## src/rtl/regfile_pkg.sv

```systemverilog
// Shared widths and dump-reader state encoding for the regfile debug path.
package regfile_pkg;

    localparam int ADDR_W = 5;
    localparam int DATA_W = 32;

    typedef enum logic [1:0] {
        IDLE  = 2'd0,
        READ  = 2'd1,
        DRAIN = 2'd2
    } dumpState_t;

endpackage

```

## src/rtl/out_skid_reg.sv

```systemverilog
// One-entry valid/ready holding register for debug streamers.
module out_skid_reg #(
    parameter int ADDR_W = 5,
    parameter int DATA_W = 32
) (
    input  logic              clock,
    input  logic              ctrl_reset,
    input  logic              load,
    input  logic              clear,
    input  logic              ready,
    input  logic [DATA_W-1:0] loadData,
    input  logic [ADDR_W-1:0] loadIndex,
    output logic              valid,
    output logic [DATA_W-1:0] data,
    output logic [ADDR_W-1:0] index
);

    // clear beats load so a cancel never leaves a fresh word behind; data and
    // index only change on load, which keeps them frozen while stalled
    always_ff @(posedge clock or negedge ctrl_reset) begin
        if (!ctrl_reset) begin
            valid <= 1'b0;
            data  <= '0;
            index <= '0;
        end else if (clear) begin
            valid <= 1'b0;
        end else if (load) begin
            valid <= 1'b1;
            data  <= loadData;
            index <= loadIndex;
        end else if (valid && ready) begin
            valid <= 1'b0;
        end
    end

endmodule

```

## src/rtl/regfile_dump_reader.sv

```systemverilog
// Walks an inclusive regfile index range on a spare read port and streams
// each word out with valid/ready, tagged with its index.
module regfile_dump_reader #(
    parameter int ADDR_W = regfile_pkg::ADDR_W,
    parameter int DATA_W = regfile_pkg::DATA_W
) (
    input  logic              clock,
    input  logic              ctrl_reset,
    input  logic              start,
    input  logic              abort,
    input  logic [ADDR_W-1:0] first_reg,
    input  logic [ADDR_W-1:0] last_reg,
    output logic [ADDR_W-1:0] ctrl_readReg,
    input  logic [DATA_W-1:0] data_readReg,
    output logic              out_valid,
    input  logic              out_ready,
    output logic [DATA_W-1:0] out_data,
    output logic [ADDR_W-1:0] out_index,
    output logic              busy,
    output logic              done,
    output logic              range_err
);

    import regfile_pkg::*;

    dumpState_t        state;
    dumpState_t        stateNext;
    logic [ADDR_W-1:0] counter;
    logic [ADDR_W-1:0] counterNext;
    logic [ADDR_W-1:0] lastReg;
    logic [ADDR_W-1:0] lastRegNext;
    logic              doneNext;
    logic              rangeErrNext;
    logic              load;
    logic              clear;

    always_ff @(posedge clock or negedge ctrl_reset) begin
        if (!ctrl_reset) begin
            state     <= IDLE;
            counter   <= '0;
            lastReg   <= '0;
            done      <= 1'b0;
            range_err <= 1'b0;
        end else begin
            state     <= stateNext;
            counter   <= counterNext;
            lastReg   <= lastRegNext;
            done      <= doneNext;
            range_err <= rangeErrNext;
        end
    end

    // A rejected start right after a done pulse is dropped so done can never
    // stay high for two cycles. The counter stops on last, so 31 never wraps.
    always_comb begin
        stateNext    = state;
        counterNext  = counter;
        lastRegNext  = lastReg;
        doneNext     = 1'b0;
        rangeErrNext = 1'b0;
        load         = 1'b0;
        clear        = 1'b0;
        unique case (state)
            IDLE: begin
                if (start) begin
                    if (first_reg <= last_reg) begin
                        counterNext = first_reg;
                        lastRegNext = last_reg;
                        stateNext   = READ;
                    end else if (!done) begin
                        doneNext     = 1'b1;
                        rangeErrNext = 1'b1;
                    end
                end
            end
            READ: begin
                if (abort) begin
                    clear     = 1'b1;
                    stateNext = IDLE;
                end else if (!out_valid || out_ready) begin
                    load = 1'b1;
                    if (counter == lastReg) begin
                        stateNext = DRAIN;
                    end else begin
                        counterNext = counter + ADDR_W'(1);
                    end
                end
            end
            DRAIN: begin
                if (abort) begin
                    clear     = 1'b1;
                    stateNext = IDLE;
                end else if (out_valid && out_ready) begin
                    doneNext  = 1'b1;
                    stateNext = IDLE;
                end
            end
            default: begin
                stateNext = IDLE;
            end
        endcase
    end

    assign ctrl_readReg = counter;
    assign busy         = (state != IDLE);

    out_skid_reg #(
        .ADDR_W (ADDR_W),
        .DATA_W (DATA_W)
    ) outReg (
        .clock      (clock),
        .ctrl_reset (ctrl_reset),
        .load       (load),
        .clear      (clear),
        .ready      (out_ready),
        .loadData   (data_readReg),
        .loadIndex  (counter),
        .valid      (out_valid),
        .data       (out_data),
        .index      (out_index)
    );

endmodule

```

## config.mk

```make
export PLATFORM = sky130hd
export DESIGN_NAME = regfile_dump_reader
export DESIGN_NICKNAME = d
export VERILOG_FILES = /design/src/rtl/regfile_pkg.sv /design/src/rtl/out_skid_reg.sv /design/src/rtl/regfile_dump_reader.sv
export SDC_FILE = /design/constraint.sdc
export NUM_CORES = 1
export LEC_CHECK = 0
export ABC_AREA = 0
export ABC_CLOCK_PERIOD_IN_PS = 2300
export CAP_MARGIN = 15
export CORE_MARGIN = 2
export CORE_UTILIZATION = 36
export DETAILED_ROUTE_END_ITERATION = 10
export MAX_ROUTING_LAYER = met4
export PLACE_DENSITY = 0.78
export SLEW_MARGIN = 20
export SYNTH_ARGS = -nofsm -noshare
export SYNTH_HDL_FRONTEND = slang
export SYNTH_SLANG_ARGS = --single-unit
```

## constraint.sdc

```tcl
create_clock -name clock -period 2.3 [get_ports clock]
set_input_delay 0.575 -clock clock [delete_from_list [all_inputs] [get_ports clock]]
set_output_delay 0.575 -clock clock [all_outputs]
set_load 0.02 [all_outputs]
```

==> results_dict.tcl, run 1 <==
set metrics [dict create \
    netlist_area_sq_mm 0.002420 \
    path_class "in2reg" \
    syn_to_final_growth_pct 53.88 \
    r2r_cells 8 \
    drive_gt1_frac 0.2953 \
    powerDensity_mw_per_mm2 1412 \
    slew_viol_final 0 \
    yosys.area_share.adder 0.04654 \
    yosysMostFrequentCell "dfrtp_1" \
    min_path_type "in2async" \
    status "finished, final reports clean" \
    synth_top_area_cell "dfrtp_1" \
    grt_pass1_wl_um 9798 \
    muxShareOfSynthArea 0.2099 \
    reg2reg_setup_slack_ns 0.27 \
    drtPass1Iterations 4 \
    drt-total-wl_um 5949 \
    async_flop_share 1.000 \
    drt_iter0_markers 100 \
    start_util 0.3768 \
    start_kind "input port" \
    rr_endpoint "ctrl_readReg[0]" \
    vdd_ir_drop_max_mv 0.7756 \
    min_period_over_period 0.9675 \
    path_clk_slew_ns 0.10 \
    vias_per_cell 4.976 \
    die_height_um 85.99 \
    numClockSinks 52 \
    busiest_layer "met2" \
    io_pins 93 \
    portBuffers 92 \
    grt_antenna_before_repair 0 \
    synth_commonest_cells "dfrtp_1 (52), mux2_2 (42), inv_1 (15)" \
    grt_start_max_net_pins 31 \
    rsz0062_at_grt "no" \
    synth_edf_count 0 \
    clk_latency_ns 0.30 \
    track_usage 0.1723 \
    synth_compound_area_frac 0.09049 \
    grtUsageMet2 0.2882 \
    synthXorXnorAreaFrac 0.01810 \
    setup_tns_ns 0 \
    globalplace.congestion 0.8311 \
    grt_pass1_vias 1966 \
    relSlewSlack 0.5986 \
    path_buf_inv 2 \
    diodes 0 \
    hold_ws_ns 0.2501 \
    cts_hold_buf 0 \
    dpl-instance-area_sq_mm 0.003565 \
    synth.area.top_cells "dfrtp_1 (54%), mux2_2 (20%), ha_1 (4.7%), inv_1 (2.3%), xor2_1 (1.8%)" \
    required_ns 2.49 \
    ys_ff_latch 52 \
    fin_crit_ns 2.225 \
    synth.avg_cell_area_sq_um 13.30 \
    dieArea_sq_mm 0.007393 \
    synth_nets 238 \
    cts_buffers 5 \
    cts_buffer_depth 2 \
    die_w_um 85.99 \
    wire_per_inst_um 15.86 \
    preCtsSetupSlack_ns -0.5385 \
    cp_top_family "compound AO/OA/AOI/OAI gates" \
    total_power_uw 5257 \
    core_region_area_sq_mm 0.006422 \
    synth_top_family_by_area "multiplexers" \
    slowest_delay_ns 0.35 \
    worstReg2RegStart "state[1]" \
    yosysSeqAreaShare 0.5377 \
    endpoint_kind "flip-flop" \
    nets 353 \
    finClkSkew_ns 0.008706 \
    ys.warnings.count 0 \
    arrival_ns 2.41 \
    path_cells "dlygate4sd2_1, inv_1, ha_1, and4_4, a221o_1, o21ai_2, and2b_2, mux2_4" \
    tritoncts "yes" \
    num_vias 1866 \
    grt_overflow_total 0 \
    synth_top_area_share 0.5377 \
    slowest_stage "a221o_1" \
    htreeDepth 2 \
    rows 29 \
    drc 0 \
    yosys_most_used_dff "dfrtp_1" \
    worstMarginPinSlew_ns 0.6007 \
    dp_hpwl_um 4279 \
    max_freq_ghz 0.4494 \
    synth_cells 182 \
    synth.distinct_cells 33 \
    setup_viol 0 \
    p_leak_uw 0.001597 \
    ctsRootBufferMaster "clkbuf_8" \
    max_cap_viol_count 0 \
    design_area_sq_mm 0.003724 \
    synth-simple-area-share 0.06567 \
    grt_use_met3 0.03657 \
    fin_ws_ns 0.07467 \
    path_max_fanout 5 \
    hold_viol 0 \
    grt_use_met1 0.2185 \
    ant_nets 0 \
]
[area by class of cell]
type                    instances  area [sq um]
fillers                       523          2699
flip-flops and latches         52          1301
multi-input cells             112          1119
repair buffers                111          1060
well taps                      77         96.34
clock buffers                   5         68.82
inverters                      15         56.30
clock inverters                 3         22.52
[through the flow]
stage          instances  utilization
3_5_place_dp         365       0.5550
5_1_grt              375       0.5798
3_3_place_gp         365       0.5550
6_report             375       0.5798
2_1_floorplan        182            -
4_1_cts              375       0.5786
[how the worst max path moves through the flow]
stage | startpoint | to | slack [ns] | depth (start not counted)
finish | last_reg[1] | lastReg[0] | 0.07 | 8
global route | last_reg[1] | lastReg[1] | 0.01 | 8
CTS | abort | outReg.data[12] | 0.02 | 5
detailed placement | last_reg[3] | lastReg[0] | -0.54 | 8
global placement | last_reg[1] | lastReg[0] | -0.49 | 8
floorplan | last_reg[4] | ctrl_readReg[0] | -0.09 | 7
[flip-flops by register name (all words and copies together) (netlist names)]
register / flops
outReg.data: 32
ctrl_readReg: 5
lastReg: 5
outReg.index: 5
state: 2
done: 1
outReg.valid: 1
range_err: 1
[placed cells by master, fill, tap and decap left out, types with 2 or more instances in the layout]
cell             instances
a21oi_1                  4
a31oi_1                  2
a41oi_1                  3
and3_1                   3
buf_4                   18
clkbuf_8                 5
clkdlybuf4s50_1         82
dfrtp_1                 52
dlygate4sd2_1            9
ha_1                     5
ha_4                     3
inv_1                   12
inv_2                    3
mux2_2                  37
mux2_4                   6
mux2i_1                  2
nand2_1                  5
nand3_1                  6
nor2_1                   2
nor2_4                   2
nor2b_1                  2
nor3_1                   4
o211ai_1                 5
o21ai_0                  2
xor2_1                   5
[layer usage]
layer / part of all wire / wire length [um]
met5: 0 / 0
met4: 0.0074 / 44
met3: 0.049 / 294
met2: 0.51 / 3036
met1: 0.43 / 2573
[worst register-to-register path, cell delays in order (launching register included)]
cell and delay [ns]:
dfrtp_1 0.39, inv_1 0.10, ha_1 0.18, buf_4 0.18
nor2b_1 0.25, o311ai_0 0.17, o211ai_1 0.16, and2_4 0.20
mux2_4 0.29
[cells by family (layout without fill, tap and decap cells)]
logic type	after synthesis	after routing
DFF	52	52
muxes	45	45
and+or+nand+nor	28	29
AOI/OAI and AO/OA	24	24
buffers and inverters	19	134
adders and majority gates	9	9
xor gates and xnor gates	5	5
[report_power, final]
part	total, uW	internal [uW]	leakage (uW)	switching (uW)
sequential	1680	1380	0.000617	305
clock	534	219	0.0000485	315
combinational	3040	1600	0.000932	1440
[what timing repair did]
action                                  in CTS  in global routing
setup buffers                                1                  0
gates resized for setup                     21                  2
gates cloned                                 1                  0
pin swaps                                    4                  2
endpoints found under the setup margin      12                 25
No activity file was read; power rests on OpenSTA's default activity.
==> run 2: changes to the inputs <==
CTS_BUF_LIST = sky130_fd_sc_hd__clkbuf_4 sky130_fd_sc_hd__clkbuf_8   (was default)
CTS_CLUSTER_SIZE = 10   (was default)
GPL_TIMING_DRIVEN = 0   (was default)
==> run 2 against run 1 <==
  * First-iteration DRC count fell by 42%
  * Largest power group unchanged
  * Maximum frequency fell by 0.24%
  * Final cell count fell by 2.7%
==> results_dict.tcl, run 2 (synthesis gave the netlist of run 1 again) <==
set metrics [dict create \
    grt_antenna_before_repair 0 \
    worstMarginPinSlew_ns 0.6554 \
    io_pins 93 \
    drc 0 \
    clockPowerShare 0.104 \
    endpoint_kind "flip-flop" \
    numClockSinks 52 \
    start_util 0.3768 \
    slowest_stage "a221o_1" \
    grt_pass1_wl_um 9108 \
    design_area_sq_mm 0.003585 \
    clk_latency_ns 0.30 \
    vdd_ir_drop_max_mv 0.8268 \
    tritoncts "yes" \
    grt_start_max_net_pins 53 \
    preCtsSetupSlack_ns -0.7612 \
    layout_commonest_cell "clkdlybuf4s50_1" \
    setup_viol 0 \
    cts_buffers 5 \
    die_w_um 85.99 \
    grt_pass1_vias 1903 \
    path_max_fanout 3 \
    max_cap_viol_count 0 \
    r2r_cells 7 \
    core_region_area_sq_mm 0.006422 \
    drive_gt1_frac 0.2535 \
    drt-total-wl_um 5499 \
    dieArea_sq_mm 0.007393 \
    rows 29 \
    p_leak_uw 0.001532 \
    required_ns 2.49 \
    slowest_delay_ns 0.34 \
    cts_buffer_depth 2 \
    drt_iter0_markers 58 \
    swShare 0.3889 \
    rsz0062_at_grt "no" \
    min_period_over_period 0.9699 \
    path_cells "dlygate4sd2_1, inv_1, ha_4, and4_4, a221o_1, o311ai_4, and2_4, mux2_4" \
    dpl-instance-area_sq_mm 0.003435 \
    path_class "in2reg" \
    die_height_um 85.99 \
    diodes 0 \
    syn_to_final_growth_pct 48.14 \
    num_vias 1821 \
    rr_endpoint "ctrl_readReg[0]" \
    largest_reg_flops 32 \
    status "finished, final reports clean" \
    p_switching_uw 1997 \
    wire_per_inst_um 15.07 \
    track_usage 0.1595 \
    fin_crit_ns 2.231 \
    portBuffers 92 \
    layout_common_cells "clkdlybuf4s50_1 (82), dfrtp_1 (52), mux2_2 (42)" \
    setup_tns_ns 0 \
    arrival_ns 2.42 \
    nets 343 \
    fin_ws_ns 0.06924 \
    reg2reg_setup_slack_ns 0.23 \
    globalplace.congestion 0.8120 \
    htreeDepth 2 \
    ant_nets 0 \
    largest_register "outReg.data" \
    p_int_uw 3137 \
    ctsRootBufferMaster "clkbuf_8" \
    vias_per_cell 4.989 \
    grt_overflow_total 0 \
    path_clk_slew_ns 0.10 \
    start_kind "input port" \
    dp_hpwl_um 4042 \
    finClkSkew_ns 0.01247 \
    p_comb_frac 0.569 \
    seqPwrFrac 0.327 \
    max_freq_ghz 0.4483 \
    hold_viol 0 \
    slew_viol_final 0 \
    nFillCells 566 \
    min_path_type "in2async" \
    drtPass1Iterations 4 \
    worstReg2RegStart "state[1]" \
    powerDensity_mw_per_mm2 1432 \
    hold_ws_ns 0.2739 \
    relSlewSlack 0.5631 \
]
run 2: cell count changes in the layout (fill, tap and decap cells not counted), sizes merged:
cell           before  now
clkdlybuf4s15       0    4
dlygate4sd2         9    5
nor2                4    3
buf                20   11
run 2: power groups by stage:
stage / Combinational, uW / Clock [uW] / Sequential [uW]
after detailed placement: 2840 / 0 / 1700
final: 2920 / 532 / 1680
after CTS: 2880 / 551 / 1690
after floorplan: 1200 / 0 / 2150
after global routing: 3140 / 589 / 1760
after global placement: 2790 / 0 / 1680
run 2: worst max-delay path: cells and delay by family:
kind / cells / cell delay [ns]
multiplexers: 1 / 0.29
AO/OA/AOI/OAI: 2 / 0.60
adder cells (fa/ha/maj): 1 / 0.22
buffers and inverters: 2 / 0.35
AND/OR/NAND/NOR: 2 / 0.38
run 2: timing repair:
action                     CTS  global route
resized for setup           16             1
buffers inserted             4             2
setup endpoints to repair   11            39
pin swaps                    7             4
hold buffers                 0             0
run 2: cell type report:
type	instances	area, sq um	share of cell area
flip-flops and latches	52	1301	0.3630
multi-input cells	111	1061	0.2960
repair buffers	98	958.4	0.2674
well taps	77	96.34	0.02688
clock buffers	5	68.82	0.01920
inverters	15	56.30	0.01571
clock inverters	3	22.52	0.006283
plain buffers	4	20.02	0.005585
run 2: worst max-delay path by stage:
| stage | to | start | depth (start not counted) | slack, ns |
|---|---|---|---|---|
| floorplan | ctrl_readReg[0] | last_reg[4] | 7 | -0.09 |
| detailed placement | ctrl_readReg[0] | last_reg[4] | 8 | -0.76 |
| CTS | ctrl_readReg[0] | last_reg[2] | 8 | 0.007 |
| finish | ctrl_readReg[0] | last_reg[4] | 8 | 0.07 |
| global placement | outReg.data[19] | ctrl_reset | 1 | -0.94 |
| global route | lastReg[4] | last_reg[3] | 8 | 0.02 |
run 2: stage by stage:
| stage | power, uW | utilization | instances |
|---|---|---|---|
| 2_1_floorplan | 3349 | - | 182 |
| 3_3_place_gp | 4478 | 0.5352 | 351 |
| 3_5_place_dp | 4539 | 0.5348 | 351 |
| 4_1_cts | 5120 | 0.5550 | 363 |
| 5_1_grt | 5484 | 0.5582 | 365 |
| 6_report | 5134 | 0.5582 | 365 |
run 2: per-layer routing:
layer	share of wire	wire [um]	GRT usage
met3	0.047	261	0.03272
met4	0.016	87	0.04906
met5	0	0	-
met1	0.44	2395	0.2005
met2	0.50	2754	0.2593
